$ cat src/rtl/ramp_adc_pkg.sv
// rtl/ramp_adc_pkg.sv - shared types and constants for the ramp ADC sequencer
package ramp_adc_pkg;

   localparam int CODE_W = 8;
   localparam logic [CODE_W-1:0] CODE_MAX = '1;

   typedef logic [CODE_W-1:0] code_t;

   typedef enum logic [1:0] {
      IDLE,
      SETTLE,
      RAMP,
      DONE
   } state_t;

endpackage

$ cat src/rtl/ramp_adc_ctrl_pwm_gen.sv
// rtl/ramp_adc_ctrl_pwm_gen.sv - free-running PWM with duty shadowed at period start
module pwm_gen #(
   parameter int WIDTH = 8
) (
   input  logic             clk,
   input  logic             reset,
   input  logic [WIDTH-1:0] duty,
   output logic             pwm
);

   localparam logic [WIDTH-1:0] MAX = '1;

   logic [WIDTH-1:0] pwm_cnt;
   logic [WIDTH-1:0] pwm_duty;

   always_ff @(posedge clk or negedge reset) begin
      if (!reset) begin
         pwm_cnt  <= '0;
         pwm_duty <= '0;
         pwm      <= 1'b0;
      end else begin
         pwm_cnt <= pwm_cnt + 1'b1;
         // Duty only changes on the wrap, so no period is ever cut short.
         if (pwm_cnt == MAX) begin
            pwm_duty <= duty;
         end
         pwm <= (pwm_cnt < pwm_duty);
      end
   end

endmodule

$ cat src/rtl/ramp_adc_ctrl_sync_ff.sv
// rtl/ramp_adc_ctrl_sync_ff.sv - multi-stage synchroniser for an asynchronous level input
module sync_ff #(
   parameter int DEPTH = 2
) (
   input  logic clk,
   input  logic reset,
   input  logic d,
   output logic q
);

   logic [DEPTH-1:0] stages;

   always_ff @(posedge clk or negedge reset) begin
      if (!reset) begin
         stages <= '0;
      end else begin
         stages <= {stages[DEPTH-2:0], d};
      end
   end

   assign q = stages[DEPTH-1];

endmodule

$ cat src/rtl/ramp_adc_ctrl.sv
// rtl/ramp_adc_ctrl.sv - start/settle/ramp/done sequencer for the ramp DAC with PWM of the result
module ramp_adc_ctrl
   import ramp_adc_pkg::*;
#(
   parameter int WIDTH         = CODE_W,
   parameter int SETTLE_CYCLES = 4,
   parameter int SYNC_STAGES   = 2
) (
   input  logic             clk,
   input  logic             reset,
   input  logic             start,
   input  logic             cont,
   input  logic             cmp,
   output logic [WIDTH-1:0] dac_code,
   output logic             busy,
   output logic [WIDTH-1:0] result,
   output logic             result_valid,
   output logic             ovf,
   output logic             pwm
);

   localparam logic [WIDTH-1:0] MAX         = '1;
   localparam logic [7:0]       SETTLE_LOAD = 8'(SETTLE_CYCLES - 1);
   localparam logic [1:0]       SYNC_LAG    = 2'(SYNC_STAGES);

   state_t           state;
   logic [7:0]       settle_cnt;
   logic [1:0]       lag_cnt;
   logic [WIDTH-1:0] ref_code;
   logic             cmp_s;

   sync_ff #(
      .DEPTH(SYNC_STAGES)
   ) u_cmp_sync (
      .clk  (clk),
      .reset(reset),
      .d    (cmp),
      .q    (cmp_s)
   );

   always_ff @(posedge clk or negedge reset) begin
      if (!reset) begin
         state        <= IDLE;
         dac_code     <= '0;
         result       <= '0;
         ref_code     <= '0;
         settle_cnt   <= '0;
         lag_cnt      <= '0;
         busy         <= 1'b0;
         result_valid <= 1'b0;
         ovf          <= 1'b0;
      end else begin
         result_valid <= 1'b0;
         case (state)
            IDLE: begin
               dac_code <= '0;
               if (start) begin
                  state      <= SETTLE;
                  settle_cnt <= SETTLE_LOAD;
                  busy       <= 1'b1;
               end
            end
            SETTLE: begin
               dac_code <= '0;
               if (settle_cnt == 8'd0) begin
                  state    <= RAMP;
                  ref_code <= '0;
                  lag_cnt  <= '0;
               end else begin
                  settle_cnt <= settle_cnt - 1'b1;
               end
            end
            RAMP: begin
               if (dac_code != MAX) begin
                  dac_code <= dac_code + 1'b1;
               end
               // ref_code trails dac_code by the synchroniser depth so it names
               // the code that produced the cmp_s seen this cycle.
               if (lag_cnt == SYNC_LAG) begin
                  if (ref_code != MAX) begin
                     ref_code <= ref_code + 1'b1;
                  end
               end else begin
                  lag_cnt <= lag_cnt + 1'b1;
               end
               if (cmp_s) begin
                  result       <= ref_code;
                  ovf          <= 1'b0;
                  result_valid <= 1'b1;
                  dac_code     <= '0;
                  state        <= DONE;
               end else if (ref_code == MAX) begin
                  result       <= MAX;
                  ovf          <= 1'b1;
                  result_valid <= 1'b1;
                  dac_code     <= '0;
                  state        <= DONE;
               end
            end
            DONE: begin
               dac_code <= '0;
               if (cont) begin
                  state      <= SETTLE;
                  settle_cnt <= SETTLE_LOAD;
               end else begin
                  state <= IDLE;
                  busy  <= 1'b0;
               end
            end
            default: begin
               state <= IDLE;
            end
         endcase
      end
   end

   pwm_gen #(
      .WIDTH(WIDTH)
   ) u_pwm (
      .clk  (clk),
      .reset(reset),
      .duty (result),
      .pwm  (pwm)
   );

endmodule

$ cat config.mk
export PLATFORM = sky130hd
export DESIGN_NAME = ramp_adc_ctrl
export DESIGN_NICKNAME = d
export VERILOG_FILES = /design/src/rtl/ramp_adc_pkg.sv /design/src/rtl/ramp_adc_ctrl_pwm_gen.sv /design/src/rtl/ramp_adc_ctrl_sync_ff.sv /design/src/rtl/ramp_adc_ctrl.sv
export SDC_FILE = /design/constraint.sdc
export NUM_CORES = 1
export LEC_CHECK = 0
export BUFFER_PORTS_ARGS = -buffer_cell sky130_fd_sc_hd__buf_2
export CAP_MARGIN = 20
export CELL_PAD_IN_SITES_DETAIL_PLACEMENT = 2
export CELL_PAD_IN_SITES_GLOBAL_PLACEMENT = 2
export CORE_MARGIN = 4
export CORE_UTILIZATION = 36
export CTS_BUF_LIST = sky130_fd_sc_hd__clkbuf_16
export DETAILED_ROUTE_END_ITERATION = 6
export GPL_TIMING_DRIVEN = 0
export PLACE_DENSITY = 0.83
export RECOVER_POWER = 50
export SETUP_SLACK_MARGIN = 0.15
export SLEW_MARGIN = 0
export SYNTH_ARGS = -nofsm -noshare
export SYNTH_HDL_FRONTEND = slang
export SYNTH_SLANG_ARGS = --single-unit
$ cat constraint.sdc
create_clock -name clk -period 2.5 [get_ports clk]
set_input_delay 0.75 -clock clk [delete_from_list [all_inputs] [get_ports clk]]
set_output_delay 0.75 -clock clk [all_outputs]
set_load 0.01 [all_outputs]
## Word-level counts from Yosys, hierarchy flattened

Index checks and enable logic that the tools add are counted.

| word-level totals | value |
|---|---|
| bits in registers | 58 |
| logic and storage cells | 81 |

| cells by class | value |
|---|---|
| reductions and logical operators | 13 |
| eq/ne operators | 18 |
| multiplexer cells | 31 |
| magnitude comparators | 1 |
| add/subtract/negate cells | 5 |

Operators by type and width:

| cell | count |
|---|---|
| $mux 8 | 11 |
| $pmux 8 s2 | 2 |
| $add 8x1->8 const B | 3 |
| $pmux 8 s3 | 1 |
| $eq 8x8->1 const B | 2 |
| $ne 2x2->1 const B | 8 |
| $ne 8x8->1 const B | 2 |
| $mux 2 | 6 |
| $reduce_and 3->1 | 3 |
| $logic_not 8->1 | 1 |
| $lt 8x8->1 | 1 |
| $mux 1 | 8 |
| $pmux 2 s4 | 1 |
| $reduce_and 4->1 | 2 |
| $sub 8x1->8 const B | 1 |
| $eq 2x2->1 const B | 3 |
| $reduce_bool 2->1 | 3 |
| $ne 4x3->1 const B | 1 |
| $pmux 2 s2 | 1 |
| $ne 3x2->1 const B | 1 |
| $reduce_bool 3->1 | 1 |
| $reduce_or 3->1 | 1 |
| $add 2x1->2 const B | 1 |
| $eq 2x1->1 const B | 1 |
| 3 further kinds | 3 |

## Depth between registers and ports, before layout

| logic depth | value |
|---|---|
| depth after elaboration | 5 |
| mapped depth | 8 |
| depth with buffers taken out | 7 |

## Modules after synthesis

Synthesis repeated with hierarchy kept, for this count alone.

| unflattened totals | value |
|---|---|
| cell total of the unflattened synthesis | 299 |
| area total of the unflattened synthesis | 3129.3 um^2 |

Modules (own cells, without submodules):

| module | seq. area each (um^2) | cells each | area each (um^2) | times used |
|---|---|---|---|---|
| ramp_adc_ctrl | 975.9 | 228 | 2205.9 | 1 |
| pwm_gen | 425.4 | 69 | 873.3 | 1 |
| sync_ff | 50.0 | 2 | 50.0 | 1 |

## Worst setup path after synthesis

Ideal clock, no wire load.

| timing | value |
|---|---|
| path type | register -> register |
| start point | reg settle_cnt[0] |
| end point | reg ref_code[3] |
| cell stages (with the launch flop) | 8 |
| required time | 2.376 ns |
| slack | 0.540 ns |
| setup time | 0.124 ns |
| path buffers | 0 |
| arrival time | 1.836 ns |
| clock period less this slack | 1.960 ns |
| cells stage by stage | dfrtp_1 inv_1 ha_1 nor3b_1 nand2_4 a22o_4 a21o_1 a211o_1 |

| between the ends | value |
|---|---|
| word-level cells in the longest chain between the ends | 3 |

Ends and longest elaborated chain:

| item | RTL line | source |
|---|---|---|
| start: declaration | ramp_adc_ctrl.sv:27 | `logic [7:0] settle_cnt;` |
| start signal: assignment | ramp_adc_ctrl.sv:70 | `settle_cnt <= settle_cnt - 1'b1;` |
| $logic_not 8->1 | ramp_adc_ctrl.sv:65 | `if (settle_cnt == 8'd0) begin` |
| $ne 2x2->1 (no source line) | n/a |  |
| $reduce_and 4->1 (no source line) | n/a |  |
| end signal: assignment | ramp_adc_ctrl.sv:81 | `ref_code <= ref_code + 1'b1;` |
| end: declaration | ramp_adc_ctrl.sv:29 | `logic [WIDTH-1:0] ref_code;` |

No other way between the ends.
A chain may end at the register's enable or synchronous reset.

## Worst setup path after layout

| timing | value |
|---|---|
| start point | reg ref_code[0] |
| end point | reg state[1] |

| between the ends | value |
|---|---|
| word-level cells in the longest chain between the ends | 3 |

Ends and longest elaborated chain:

| item | RTL line | source |
|---|---|---|
| $eq 8x8->1 | ramp_adc_ctrl.sv:92 | `end else if (ref_code == MAX) begin` |
| $ne 3x2->1 (no source line) | n/a |  |
| $reduce_and 3->1 (no source line) | n/a |  |
| end signal: assignment | ramp_adc_ctrl.sv:91 | `state <= DONE;` |
| end signal: assignment | ramp_adc_ctrl.sv:97 | `state <= DONE;` |
| end signal: assignment | ramp_adc_ctrl.sv:103 | `state <= SETTLE;` |
| end: declaration | ramp_adc_ctrl.sv:26 | `state_t state;` |

No other way between the ends.

==> impl_table.tex <==
\begin{tabular}{lr}
\hline
Metric & Value \\
\hline
\multicolumn{2}{l}{\textbf{Clock tree}} \\
\quad Post-CTS setup buffers & 0 \\
\quad Maximum root-to-sink buffer count & 2 \\
\quad CTS tree & built \\
\quad CTS buffer count & 9 \\
\quad Clk pin slew, worst setup/hold paths & 50 ps \\
\quad CTS sink cnt & 58 \\
\quad H-tree Lvls & 3 \\
\quad Worst-skew pair later-pin latency & 330 ps \\
\quad Clock Tree Root & clkbuf\_16 \\
\multicolumn{2}{l}{\textbf{Setup path}} \\
\quad Maximum net fanout on the critical path & 9 \\
\quad Worst EP arrival & 2360 ps \\
\quad Origin of the critical flop-to-flop path & ref\_code[0]\$\_DFFE\_PN0P\_ \\
\quad Type of origin of the critical path & flop \\
\quad Type of element capturing the critical path & flop \\
\quad Critical Path Source & ref\_code[0]\$\_DFFE\_PN0P\_ \\
\quad Critical path data required time & 2700 ps \\
\quad WS Path Type & reg2reg \\
\multicolumn{2}{l}{\textbf{STA}} \\
\quad Final-report max-slew violation count & 0 \\
\quad Ratio of final minimum period to clock period & 0.863 \\
\quad Fmax achieved & 463 MHz \\
\quad Post-Route Setup TNS & 0 ps \\
\quad Worst relative slew slack & 0.422 \\
\quad Post-Route Skew & 9.83 ps \\
\quad Number of hold violations in the final report & 0 \\
\quad RSZ-0062 raised after global routing & no \\
\quad Final setup viols & 0 \\
\quad Post-layout minimum cycle time & 2160 ps \\
\quad Transition time at the pin with the least slew margin & 867 ps \\
\multicolumn{2}{l}{\textbf{Global routing}} \\
\quad Leftover overflow at the end of global routing & 0 \\
\quad Antenna violations before repair & 0 \\
\quad First-pass GRT wire length & 15200 microns \\
\quad Total Routing Usage GR & 0.194 \\
\quad Vias in the first global route & 2939 \\
\quad Pin count of the biggest net entering global routing & 25 \\
\multicolumn{2}{l}{\textbf{Synth}} \\
\quad Most area-consuming cells after synthesis & dfrtp\_1, ha\_1, nand2\_1 \\
\quad Multiplexer share of the synthesized area & 0.0239 \\
\quad Post-Synth Simple-Gate Area & 0.189 \\
\quad Adder-cell share of the synthesized area & 0.0700 \\
\quad Area share of the largest cell type after synthesis & 0.478 \\
\quad Proportion of synthesized flip-flops having asynchronous set or reset & 1.00 \\
\quad Post-synth EDFFs & 0 \\
\quad Syn\_nets & 346 \\
\quad Sequential element share of the synthesized area & 0.478 \\
\quad Synth Area per Inst & 9.38 sq um \\
\quad Synth warnings & 0 \\
\quad Xor/xnor cell area share of the yosys netlist & 0.0259 \\
\quad Synth unique cells & 54 \\
\quad Main combinational cell family by area after synthesis & simple AND/OR/NAND/NOR gates \\
\quad Synthesized netlist cell count & 324 \\
\quad Post-synthesis register bit count & 58 \\
\quad Top\_reg\_cell synth & dfrtp\_1 \\
\quad Synth Area in Compound Gates & 0.172 \\
\quad Combined area of all synthesized cells & 0.00304 sq mm \\
\quad Most area-hungry cell type in the Yosys netlist & dfrtp\_1 \\
\multicolumn{2}{l}{\textbf{Finish}} \\
\quad Layout cell share with drive strength beyond 1 & 0.156 \\
\quad Layout area overhead & 18.4\% \\
\quad Most common library cell in the layout ignoring fill and taps & dfrtp\_1 \\
\quad Combined flip-flop and latch cell area & 0.00145 sq mm \\
\quad Antenna diode count & 0 \\
\quad Number of fillers in the final layout & 909 \\
\quad Total area of multi-input combinational cells & 0.00148 sq mm \\
\quad Leading cell types in the layout, fill and taps excluded & dfrtp\_1, nand2\_1, nor2\_1, o21ai\_0, buf\_2 \\
\quad Final Net Count & 383 \\
\multicolumn{2}{l}{\textbf{Detailed routing}} \\
\quad Via Count & 2600 \\
\quad First drt pass iteration count & 4 \\
\quad Antenna viol nets, final & 0 \\
\quad Routed wire length & 8910 microns \\
\quad Post-detailed-route via-to-cell ratio & 5.53 \\
\quad DRC violation count after routing & 0 \\
\quad Initial DRC Count & 90 \\
\quad Wire length per cell & 19.0 microns \\
\multicolumn{2}{l}{\textbf{Die}} \\
\quad Initial Util & 0.370 \\
\quad Floorplan row count & 33 \\
\quad Num ports & 25 \\
\quad Chip Width & 99.9 microns \\
\quad Placeable core area & 0.00822 sq mm \\
\quad DIE HEIGHT & 99.9 microns \\
\quad Floorplan die area & 0.00998 sq mm \\
\multicolumn{2}{l}{\textbf{Placed design}} \\
\quad Buffers on Ports & 24 \\
\quad Placer congestion estimate & 0.780 \\
\quad Hpwl dp & 6230 microns \\
\multicolumn{2}{l}{\textbf{Pwr}} \\
\quad Total leakage power & 0.00169 uW \\
\quad Total power density per cell area & 977 mW/mm\^{}2 \\
\quad Max VDD drop & 0.515 mV \\
\quad Overall power after layout & 3510 uW \\
\multicolumn{2}{l}{\textbf{Worst hold path}} \\
\quad Hold/Removal Path Class & reg2reg \\
\quad Startpoint of the most critical hold path & u\_cmp\_sync.stages[0]\$\_DFF\_PN0\_ \\
\multicolumn{2}{l}{\textbf{Run status}} \\
\quad Run status & complete, no violations \\
\multicolumn{2}{l}{\textbf{Run}} \\
\quad Maxcap violations & 0 \\
\hline
\end{tabular}
-- flip-flops by register name, indices dropped and copies added, names as in the netlist, 2 cells and up --
signal	count
settle_cnt	8
u_pwm.pwm_cnt	8
u_pwm.pwm_duty	8
ref_code	8
u_cmp_sync.stages	2
dac_code	8
state	2
lag_cnt	2
result	8
-- routing by layer --
metal,global-route usage,wire (microns),vias up
met3,0.0347,233,8
li1,-,-,1214
met4,0.0693,117,0
met5,0,0,-
met1,0.236,3900,1349
met2,0.343,4660,29
-- repair_timing --
action | 4_1_cts | 5_1_grt
gates cloned | 0 | 0
endpoints found under the setup margin | 1 | 16
gates resized for setup | 0 | 8
hold buffers | 0 | 0
-- synth_stat cells, drive strengths merged (5+ instances only) --
library cell,n
dfrtp,58
mux2i,5
nor2,31
a21oi,17
o21ai,34
clkbuf,8
nor3,6
nand2,39
ha,17
and2,6
xnor2,7
nand3,15
inv,18
a31oi,5
buf,5
-- critical path: stages, from the launching register on --
cell and delay, ps:
dfrtp_2 440, ha_2 270, nand4_2 190, o211ai_4 370, a21boi_1 290, nand2b_1 150
mux2_1 330
-- metrics by stage --
step	util	instances	setup WS, ps	cell area, sq um	hold slack [ps]
after detailed placement	0.406	455	232	3340	353
final	0.438	470	342	3600	364
after global routing	0.438	470	235	3600	379
after global placement	0.400	453	276	3290	333
after floorplan	-	324	540	3040	331
after CTS	0.438	470	145	3600	334
-- power by group --
group          total [uW]  internal [uW]  switching, uW
Sequential           1250           1100            153
Clock                1110            656            449
Combinational        1160            407            750
Total                3510           2160           1350
-- logic make-up (layout without fill, tap and decap cells) --
kind of cell             count (synthesis)  in the layout
AO/OA/AOI/OAI                           83             83
XOR/XNOR                                 9              9
adder cells (fa/ha/maj)                 17             17
buffers and inverters                   32             73
flip-flops                              58             58
multiplexers                             7              7
AND/OR/NAND/NOR                        118            118
-- path summary, 6_finish.rpt --
kind                                                  endpoint  slack, ps  cells after the start
worst max-delay path                      state[1]$_DFFE_PN0P_        340                      6
min in group asynchronous              ref_code[2]$_DFFE_PN0P_        510                      1
max in group asynchronous        u_pwm.pwm_duty[4]$_DFFE_PN0N_        740                      3
worst max register to register            state[1]$_DFFE_PN0P_        340                      6
worst min register to register  u_cmp_sync.stages[1]$_DFF_PN0_        360                      0
worst min-delay path            u_cmp_sync.stages[1]$_DFF_PN0_        360                      0
-- final cells by class --
class / instances / share of cell area
buffer: 13 / 0.0160
clock buffer: 9 / 0.0626
clock inverter: 6 / 0.00974
inverter: 19 / 0.0198
multi-input combinational: 234 / 0.412
sequential: 58 / 0.404
tap: 105 / 0.0365
timing repair buffer: 26 / 0.0397
(Power assumes the default switching activity.)
